[config.mk]
export PLATFORM = sky130hd
export DESIGN_NAME = ofifo_reader
export DESIGN_NICKNAME = d
export VERILOG_FILES = /design/src/rtl/core_pkg.sv /design/src/rtl/rd_lat_pipe.sv /design/src/rtl/ofifo_reader.sv
export SDC_FILE = /design/constraint.sdc
export NUM_CORES = 1
export LEC_CHECK = 0
export ABC_AREA = 1
export BUFFER_PORTS_ARGS = -buffer_cell sky130_fd_sc_hd__buf_2
export CAP_MARGIN = 20
export CELL_PAD_IN_SITES_DETAIL_PLACEMENT = 1
export CELL_PAD_IN_SITES_GLOBAL_PLACEMENT = 2
export CORE_MARGIN = 3
export CORE_UTILIZATION = 28
export DETAILED_ROUTE_END_ITERATION = 7
export MAX_ROUTING_LAYER = met4
export PLACE_DENSITY_LB_ADDON = 0.1
export SYNTH_ARGS = -nofsm -noshare
export SYNTH_HDL_FRONTEND = slang
export SYNTH_SLANG_ARGS = --single-unit
[constraint.sdc]
create_clock -name clk -period 2 [get_ports clk]
set_clock_uncertainty 0.1 [all_clocks]
set_input_delay 0.4 -clock clk [delete_from_list [all_inputs] [get_ports clk]]
set_output_delay 0.4 -clock clk [all_outputs]
set_load 0.01 [all_outputs]
[src/rtl/core_pkg.sv]
// Shared constants and FSM encoding for the core datapath controllers.
package core_pkg;

  localparam int DEF_COL      = 8;
  localparam int DEF_BW       = 16;
  localparam int DEF_ADDR_W   = 11;
  localparam int OFIFO_RD_LAT = 2;

  typedef enum logic [1:0] {
    ST_IDLE  = 2'd0,
    ST_DRAIN = 2'd1,
    ST_FLUSH = 2'd2,
    ST_DONE  = 2'd3
  } state_t;

endpackage

[src/rtl/rd_lat_pipe.sv]
// Valid-bit shift register that tracks reads in flight through a fixed-latency FIFO.
module rd_lat_pipe #(
  parameter int depth = 2
) (
  input  logic clk,
  input  logic reset_n,
  input  logic push,
  output logic pop_valid,
  output logic empty
);

  logic [depth-1:0] tags;

  // empty means no tag remains after this edge; a tag exiting this cycle does not count
  generate
    if (depth == 1) begin : g_one
      always_ff @(posedge clk or negedge reset_n) begin
        if (!reset_n) tags <= '0;
        else          tags <= push;
      end
      assign empty = 1'b1;
    end else begin : g_many
      always_ff @(posedge clk or negedge reset_n) begin
        if (!reset_n) tags <= '0;
        else          tags <= {tags[depth-2:0], push};
      end
      assign empty = ~|tags[depth-2:0];
    end
  endgenerate

  assign pop_valid = tags[depth-1];

endmodule

[src/rtl/ofifo_reader.sv]
// Drains psum rows from the ofifo, applies optional per-lane ReLU, and writes them to psum SRAM.
module ofifo_reader
  import core_pkg::*;
#(
  parameter int col    = DEF_COL,
  parameter int bw     = DEF_BW,
  parameter int addr_w = DEF_ADDR_W,
  parameter int rd_lat = OFIFO_RD_LAT
) (
  input  logic                clk,
  input  logic                reset_n,
  input  logic                start,
  input  logic [addr_w:0]     num_rows,
  input  logic [addr_w-1:0]   base_addr,
  input  logic                relu_en,
  input  logic                fifo_valid,
  output logic                fifo_rd,
  input  logic [col*bw-1:0]   fifo_out,
  output logic                mem_wr,
  output logic [addr_w-1:0]   mem_addr,
  output logic [col*bw-1:0]   mem_din,
  output logic                busy,
  output logic                done
);

  state_t              state_reg, state_next;
  logic [addr_w:0]     rows_reg;
  logic [addr_w-1:0]   base_reg;
  logic                relu_reg;
  logic [addr_w:0]     issued_reg;
  logic [addr_w:0]     wr_idx_reg;
  logic                fifo_rd_reg, mem_wr_reg, busy_reg, done_reg;
  logic [addr_w-1:0]   mem_addr_reg;
  logic [col*bw-1:0]   mem_din_reg;
  logic [col*bw-1:0]   relu_row;
  logic                issue;
  logic                pop_valid, pipe_empty;

  rd_lat_pipe #(.depth(rd_lat)) u_pipe (
    .clk       (clk),
    .reset_n   (reset_n),
    .push      (fifo_rd_reg),
    .pop_valid (pop_valid),
    .empty     (pipe_empty)
  );

  genvar gi;
  generate
    for (gi = 0; gi < col; gi++) begin : g_relu
      logic [bw-1:0] lane;
      assign lane = fifo_out[gi*bw +: bw];
      assign relu_row[gi*bw +: bw] = (relu_reg && lane[bw-1]) ? '0 : lane;
    end
  endgenerate

  // fifo_rd is registered, so issue looks one edge ahead: a pending fifo_rd counts as in flight
  always_comb begin
    state_next = state_reg;
    issue      = 1'b0;
    case (state_reg)
      ST_IDLE: begin
        if (start) begin
          state_next = (num_rows == '0) ? ST_DONE : ST_DRAIN;
          issue      = (num_rows != '0) && fifo_valid;
        end
      end
      ST_DRAIN: begin
        if (issued_reg == rows_reg) state_next = ST_FLUSH;
        else issue = fifo_valid && !fifo_rd_reg && pipe_empty;
      end
      ST_FLUSH: begin
        if (!fifo_rd_reg && !pop_valid && pipe_empty && (wr_idx_reg == rows_reg))
          state_next = ST_DONE;
      end
      default: state_next = ST_IDLE;
    endcase
  end

  always_ff @(posedge clk or negedge reset_n) begin
    if (!reset_n) begin
      state_reg    <= ST_IDLE;
      rows_reg     <= '0;
      base_reg     <= '0;
      relu_reg     <= 1'b0;
      issued_reg   <= '0;
      wr_idx_reg   <= '0;
      fifo_rd_reg  <= 1'b0;
      mem_wr_reg   <= 1'b0;
      busy_reg     <= 1'b0;
      done_reg     <= 1'b0;
      mem_addr_reg <= '0;
      mem_din_reg  <= '0;
    end else begin
      state_reg   <= state_next;
      fifo_rd_reg <= issue;
      done_reg    <= (state_next == ST_DONE);
      busy_reg    <= (state_next == ST_DRAIN) || (state_next == ST_FLUSH);
      mem_wr_reg  <= pop_valid;
      if (state_reg == ST_IDLE && start) begin
        rows_reg   <= num_rows;
        base_reg   <= base_addr;
        relu_reg   <= relu_en;
        issued_reg <= (addr_w+1)'(issue);
        wr_idx_reg <= '0;
      end else if (issue) begin
        issued_reg <= issued_reg + (addr_w+1)'(1);
      end
      if (pop_valid) begin
        mem_din_reg  <= relu_row;
        mem_addr_reg <= base_reg + wr_idx_reg[addr_w-1:0];
        wr_idx_reg   <= wr_idx_reg + (addr_w+1)'(1);
      end
    end
  end

  assign fifo_rd  = fifo_rd_reg;
  assign mem_wr   = mem_wr_reg;
  assign mem_addr = mem_addr_reg;
  assign mem_din  = mem_din_reg;
  assign busy     = busy_reg;
  assign done     = done_reg;

endmodule

==> metrics.md, run 1 <==
| Metric | Value |
|---|---|
| Reg clk slew, reported paths | around 0.080 ns |
| Top Layer Used | met4 |
| WP data required | 2.20 ns |
| Post-synth ARST share | 1.000 |
| Hold WC Path Type | in2reg |
| Crit path capture type | register |
| Layout area overhead | 30.72% |
| Outcome | completed |
| Final Util | 0.3746 |
| Leakage Power | between 6 and 7 nW |
| Cell with the most instances after synthesis | nand2_1 |
| Post-Syn Area | between 8000 and 9000 µm² |
| Post-synth net total | approximately 1200 |
| Port bufs | 298 |
| Relative slew slack | 0.5921 |
| CTS tree | yes |
| Fin nets | 1537 |
| Most common library cells after synthesis | nand2_1 (421), dfrtp_1 (195), nand3_1 (141) |
| Gp weighted congestion | approximately 0.79 |
| Critical path buffers and inverters | 0 |
| Die Y | approximately 180 µm |
| Worst hold slack | approximately 0.055 ns |
| Worst setup SP type | register |
| Avg Cell Area, Syn | a little over 8 µm² |
| EDFF count, synth | 0 |
| Residual DRC | 0 |
| Met1 WL | roughly 14000 µm |
| RSZ-0062 raised after global routing | false |
| Antenna viol nets, final | 0 |
| Post-DP HPWL | between 20000 and 25000 µm |
| CP max stage delay | around 0.44 ns |
| Filler cells | ~3800 |
| Clock latency on the worst-skew pair | 0.44 ns |
| Clock group share of total power | 0.201 |
| CP arrival | between 2 and 2.5 ns |
| Net switching power | approximately 7.6 mW |
| Max cap viols | 0 |
| Tmin final | roughly 1.9 ns |
| Vias per cell | ~4.6 |
| FF-to-FF setup slack | approximately 0.15 ns |
| Number of library cell types mapped by synthesis | 32 |
| P_int | about 10 mW |
| CP cell instances | ha_1, fa_1, nand3_1, nand2_1, a21oi_2, or2_2, a31oi_1 |
| Initial antenna violation count | 2 |
| CTS root buf | clkbuf_16 |
| Worst-path fanout max | 3 |
| Number of setup buffers added after CTS | 0 |
| Post-synth top area cell | dfrtp_1 |
| Worst slew pin tran | roughly 0.61 ns |
| Cells after synthesis | 1073 |
| Met2 WL | 15200 µm |
| Final setup viols | 0 |
| Core area | approximately 31000 µm² |
| Comb pwr share | 0.421 |
| Final period util | 0.9254 |
| Num ports | around 300 |
| Ys flop type | dfrtp_1 |
| Drt wl/cell | around 18 µm |
| Slowest CP cell | fa_1 |
| Syn. warnings | 0 |
| Fmax | about 0.54 GHz |
| Starting Density | 0.2866 |
| CTS H-Tree Depth | 4 |
| Tot GR Track Use | 0.1913 |
| Total wire length | 31540 µm |
| Flops & latches, synth | 195 |
| Total CTS buffers | 17 |
| Largest net degree at the start of global routing | 89 |
| Die area | 33720 µm² |
| Pre-antenna DRT Iters | 4 |
| Layout cell share with drive strength beyond 1 | 0.2696 |
| Max Slew Vio Count | 0 |
| Ranking of synthesized cells by area | dfrtp_1 (55%), nand2_1 (18%), nand3_1 (8.0%) |
| Post-synth top area share | 0.5523 |
| Kind of critical path | reg2reg |
| Row count | 64 |
| Initial DRC Count | approximately 430 |
| Max reg flops | between 100 and 150 |
| DIE WIDTH | 183.6 µm |
| Vias in the first global route | approximately 8500 |
| Peak VDD IR | 0.5838 mV |
| Final setup TNS | 0 ns |
| First-pass GRT wire length | just under 50000 µm |
| Place WS | roughly 0.12 ns |
| Switching Share | 0.4217 |
| PwrDens | roughly 1600 nW/µm² |
| Family with the most delay on the worst path | adder cells |
| Total grt overflow | 0 |
| Register area share after synthesis | 0.5523 |
| CTS sink cnt | around 200 |
| Final hold vios | 0 |
| Fin worst setup slack | 0.1491 ns |
| Met3 wire length | 1396 µm |
| Flop pwr share | 0.377 |
| Longest Clk Path Bufs | 2 |
| Routed vias | 8226 |
layout by cell type (no fill, tap or decap), types with 2 or more instances in the layout:
cell type   count
or2_2           3
nand4_1        18
buf_4          20
inv_2           3
clkbuf_16      17
o21ai_0        38
inv_6           3
o21bai_1        2
nor2_1         45
ha_1           13
inv_1          74
a21oi_1        18
o22ai_1         5
o21ai_2         2
nor4_1          2
dfrtp_1       194
clkinv_4        3
clkinvlp_4      2
nand2_1       421
xnor2_1        10
buf_12          8
diode_2         2
nor3_1          3
nand3_1       141
clkbuf_8        4
a31oi_1         5
bufinv_16       2
nand3_2         2
buf_2         297
xor2_1         11
power groups by stage:
stage / Sequential, mW / Combinational [mW] / Clock, mW
3_5_place_dp: 6.90 / 7.75 / 0
3_3_place_gp: 6.84 / 7.68 / 0
6_report: 6.81 / 7.61 / 3.63
5_1_grt: 7.08 / 8.64 / 3.93
4_1_cts: 6.83 / 7.79 / 3.80
2_1_floorplan: 7.31 / 3.88 / 0
repair_timing:
item                                    in CTS  in global routing
hold endpoints to repair                    35                  0
hold buffers                                 1                  0
endpoints found under the setup margin       0                  3
resized for setup                            0                  4
worst min-delay path, delay by kind of cell:
kind / cells / cell delay [ns]
and+or+nand+nor: 2 / 0.09
buffers and inverters: 1 / 0.07
final timing paths:
check	start	endpoint	cells past startpoint
worst max-delay path	base_reg[0]	mem_addr[6]	7
worst min-delay path	base_addr[1]	base_reg[1]	3
worst max register to register	base_reg[0]	mem_addr[6]	7
worst min register to register	u_pipe.tags[0]	u_pipe.tags[1]	0
max in group asynchronous	reset_n	mem_din[29]	3
min in group asynchronous	reset_n	mem_din[4]	2
routing by layer:
metal  track usage  vias up
li1              -     4007
met1        0.2451     3997
met2        0.3132      197
met3       0.03304       25
met4       0.05424        0
met5             -        -
per-stage QoR:
step | total power [mW] | std cells | instance area, µm²
after floorplan | 11.20 | 1073 | 8835
after global routing | 19.65 | 1778 | 11550
after detailed placement | 14.65 | 1743 | 10920
after global placement | 14.52 | 1743 | 10920
final | 18.05 | 1778 | 11550
after CTS | 18.42 | 1776 | 11540
layout make-up:
| cell class | count | area [µm²] | area share |
|---|---|---|---|
| tap | 396 | 495.5 | 0.04290 |
| inverter | 78 | 295.3 | 0.02557 |
| multi-input combinational | 748 | 3438 | 0.2977 |
| clock buffer | 20 | 466.7 | 0.04041 |
| clock inverter | 12 | 143.9 | 0.01246 |
| antenna | 2 | 5.005 | 0.0004334 |
| timing repair buffer | 327 | 1821 | 0.1576 |
| sequential | 195 | 4883 | 0.4229 |
cells by family after synthesis:
kind of cell	Yosys count	synth area share
flip-flops	195	0.5523
adder cells (fa/ha/maj)	14	0.02068
XOR/XNOR	21	0.02082
multiplexers	1	0.001133
AO/OA/AOI/OAI	76	0.04688
AND/OR/NAND/NOR	636	0.2988
buffers and inverters	130	0.05934
Note: power is estimated with default switching activity, not from simulation.
==> inputs of run 2 (changes only) <==
--- a/config.mk
+++ b/config.mk
@@ -11,10 +11,12 @@
 export CELL_PAD_IN_SITES_DETAIL_PLACEMENT = 1
 export CELL_PAD_IN_SITES_GLOBAL_PLACEMENT = 2
 export CORE_MARGIN = 3
-export CORE_UTILIZATION = 28
+export CORE_UTILIZATION = 29
 export DETAILED_ROUTE_END_ITERATION = 7
 export MAX_ROUTING_LAYER = met4
 export PLACE_DENSITY_LB_ADDON = 0.1
+export RECOVER_POWER = 25
 export SYNTH_ARGS = -nofsm -noshare
 export SYNTH_HDL_FRONTEND = slang
+export SYNTH_HIERARCHICAL = 1
 export SYNTH_SLANG_ARGS = --single-unit
==> run 2 against run 1 <==
Compared with the run above: flip-flop and latch count unchanged; critical path type unchanged; worst hold slack got worse by 0.0045 ns; power increased by 0.10%; critical endpoint unchanged; critical path depth unchanged; synthesized cell count increased by 0.19%; global-route usage increased by 0.32 points; highest routed layer unchanged.
==> metrics.md, run 2 <==
| Metric | Value |
|---|---|
| Final period util | 0.9209 |
| Slowest CP cell | fa_1 |
| Post-synth ARST share | 1.000 |
| Sequential cell area | just under 5000 µm² |
| Die area | between 30000 and 40000 µm² |
| Total wire length | 30810 µm |
| Post-Syn Area | between 8000 and 9000 µm² |
| Avg Cell Area, Syn | 8.317 µm² |
| Number of library cell types mapped by synthesis | 36 |
| Layout area overhead | 29.92% |
| CTS root buf | clkbuf_16 |
| Flops & latches, synth | 195 |
| Cells after synthesis | roughly 1100 |
| EDFF count, synth | 0 |
| Initial DRC Count | 334 |
| Initial antenna violation count | 7 |
| Ranking of synthesized cells by area | dfrtp_1 (55%), nand2_1 (17%), nand3_1 (8.0%) |
| Fmax | ~0.54 GHz |
| Outcome | completed |
| Post-synth top area cell | dfrtp_1 |
| Register area share after synthesis | 0.5458 |
| Final setup TNS | 0 ns |
| Number of setup buffers added after CTS | 0 |
| Port bufs | 298 |
| Antenna viol nets, final | 0 |
| Crit path depth | 7 |
| Hold WC Path Type | in2reg |
| Worst slew pin tran | between 0.9 and 1 ns |
| Commonest non-fill, non-tap cell in the layout | nand2_1 |
| CTS tree | yes |
| WP data required | between 2 and 2.5 ns |
| Post-synth top area share | 0.5458 |
| Kind of critical path | reg2reg |
| CP max stage delay | 0.43 ns |
| Worst R2R Path Depth | 7 |
| Die Y | roughly 180 µm |
| Final setup viols | 0 |
| Total grt overflow | 0 |
| Tmin final | approximately 1.8 ns |
| Routed vias | just over 8000 |
| Fin nets | 1541 |
| Num ports | about 300 |
| CTS H-Tree Depth | 4 |
| Launching point of the worst reg2reg path | base_reg[0] |
| Crit path launch | base_reg[0] |
| Leading cell types in the layout, fill and taps excluded | nand2_1 (404), buf_2 (297), dfrtp_1 (194), nand3_1 (143), inv_1 (79) |
| RSZ-0062 raised after global routing | false |
| Critical path buffers and inverters | 0 |
| Relative slew slack | 0.3530 |
| Post-DP HPWL | approximately 23000 µm |
| Starting Density | 0.2977 |
| Clock latency on the worst-skew pair | approximately 0.45 ns |
| Worst setup path end | mem_addr[6] |
| Worst-path fanout max | 3 |
| Layout cell share with drive strength beyond 1 | 0.2868 |
| PwrDens | 1556 nW/µm² |
| Vias per cell | between 4 and 5 |
| Post-synth net total | between 1000 and 1500 |
| Max reg flops | 128 |
| Core area | ~30000 µm² |
| Drt wl/cell | between 15 and 20 µm |
| Residual DRC | 0 |
| Vias in the first global route | roughly 8800 |
| Multi-input gate area | between 3000 and 4000 µm² |
| Final Util | 0.3868 |
| Filler cells | around 3700 |
| CTS sink cnt | 195 |
| Reg-to-reg endpoint | mem_addr[6] |
| DIE WIDTH | roughly 180 µm |
| Peak VDD IR | approximately 0.75 mV |
| Most common library cells after synthesis | nand2_1 (404), dfrtp_1 (195), nand3_1 (143) |
| Pre-antenna DRT Iters | 4 |
| Total CTS buffers | 17 |
| CP arrival | around 2.1 ns |
| Worst setup SP type | register |
| Ys flop type | dfrtp_1 |
| Family with the most delay on the worst path | adder cells |
| Max cap viols | 0 |
| Cell with the most instances after synthesis | nand2_1 |
| CP cell instances | ha_1, fa_1, nand3_1, nand2_1, a21oi_2, or2_2, a31oi_1 |
| Largest net degree at the start of global routing | 74 |
| Leakage Power | 6.487 nW |
| Max Slew Vio Count | 0 |
| Row count | 63 |
| Tot GR Track Use | 0.1945 |
| Longest Clk Path Bufs | 2 |
| FF-to-FF setup slack | about 0.16 ns |
| Reg clk slew, reported paths | roughly 0.080 ns |
| Crit path capture type | register |
| Syn. warnings | 6 |
| Final hold vios | 0 |
| First-pass GRT wire length | around 50000 µm |
| Gp weighted congestion | between 0.8 and 0.9 |
## run 2: cell types whose count changed in the layout (fill, tap and decap cells not counted), moves of 3 or more
cell | previous run | this run
clkbuf_8 | 4 | 0
buf_4 | 20 | 23
nand2_2 | 1 | 21
inv_8 | 1 | 4
inv_1 | 74 | 79
diode_2 | 2 | 8
a21oi_1 | 18 | 15
nor2_1 | 45 | 38
xnor2_1 | 10 | 13
nand2_1 | 421 | 404
## run 2: worst min-delay path, cell delays in order
cell and delay (ns):
buf_2 0.08, nand2_1 0.05, nand2_1 0.05
## run 2: area by class of cell
class                   instances  share of cell area
clock buffers                  17             0.03662
clock inverters                15             0.01249
flip-flops and latches        195              0.4204
repair buffers                330              0.1572
inverters                      82             0.02671
well taps                     390             0.04201
multi-input cells             745              0.3029
diodes                          8            0.001723
## run 2: kinds of logic (layout without fill, tap and decap cells)
| family | count (synthesis) | in the layout | share of synthesized area |
|---|---|---|---|
| AO/OA/AOI/OAI | 69 | 69 | 0.04254 |
| XOR/XNOR | 25 | 25 | 0.02533 |
| other | 0 | 8 | 0 |
| multiplexers | 1 | 1 | 0.001120 |
| buffers and inverters | 135 | 444 | 0.06213 |
| flip-flops | 195 | 195 | 0.5458 |
| adder cells (fa/ha/maj) | 14 | 14 | 0.02043 |
| AND/OR/NAND/NOR | 636 | 636 | 0.3027 |
## run 2: power breakdown
part           internal (mW)  switching [mW]
clock network           1.66            1.77
registers               5.68            1.24
logic                   2.90            4.83
## run 2: worst min path at each step
stage | cells after the start | endpoint | from
final | 3 | relu_reg | relu_en
after global routing | 3 | base_reg[10] | base_addr[10]
after CTS | 3 | relu_reg | relu_en
after detailed placement | 1 | mem_addr[4] | reset_n
after global placement | 1 | mem_din[120] | reset_n
after floorplan | 0 | base_reg[0] | reset_n
## run 2: repair_timing
action,in CTS,in global routing
hold buffers,1,0
gates resized for setup,0,4
hold endpoints to repair,27,0
endpoints found under the setup margin,0,4
## run 2: metrics by stage
stage / total power, mW / cells / worst slack (ns) / instance area (µm²) / hold slack, ns
after detailed placement: 14.88 / 1741 / 0.1072 / 11020 / 0.2367
after global placement: 14.72 / 1741 / 0.1046 / 11020 / 0.2343
after CTS: 18.44 / 1774 / 0.1030 / 11600 / 0.02173
after floorplan: 11.44 / 1075 / 0.2302 / 8941 / 0.004409
after global routing: 19.74 / 1781 / 0.002935 / 11610 / 0.04582
final: 18.07 / 1782 / 0.1581 / 11620 / 0.05023
## run 2: metal layers
| metal | part of all wire | vias to the layer above | wire length [µm] | GRT usage |
|---|---|---|---|---|
| met5 | 0 | - | 0 | - |
| met1 | 0.46 | 3960 | 14130 | 0.2584 |
| li1 | - | 4026 | - | - |
| met4 | 0.028 | 0 | 852 | 0.06642 |
| met3 | 0.064 | 38 | 1982 | 0.04848 |
| met2 | 0.45 | 231 | 13850 | 0.2909 |
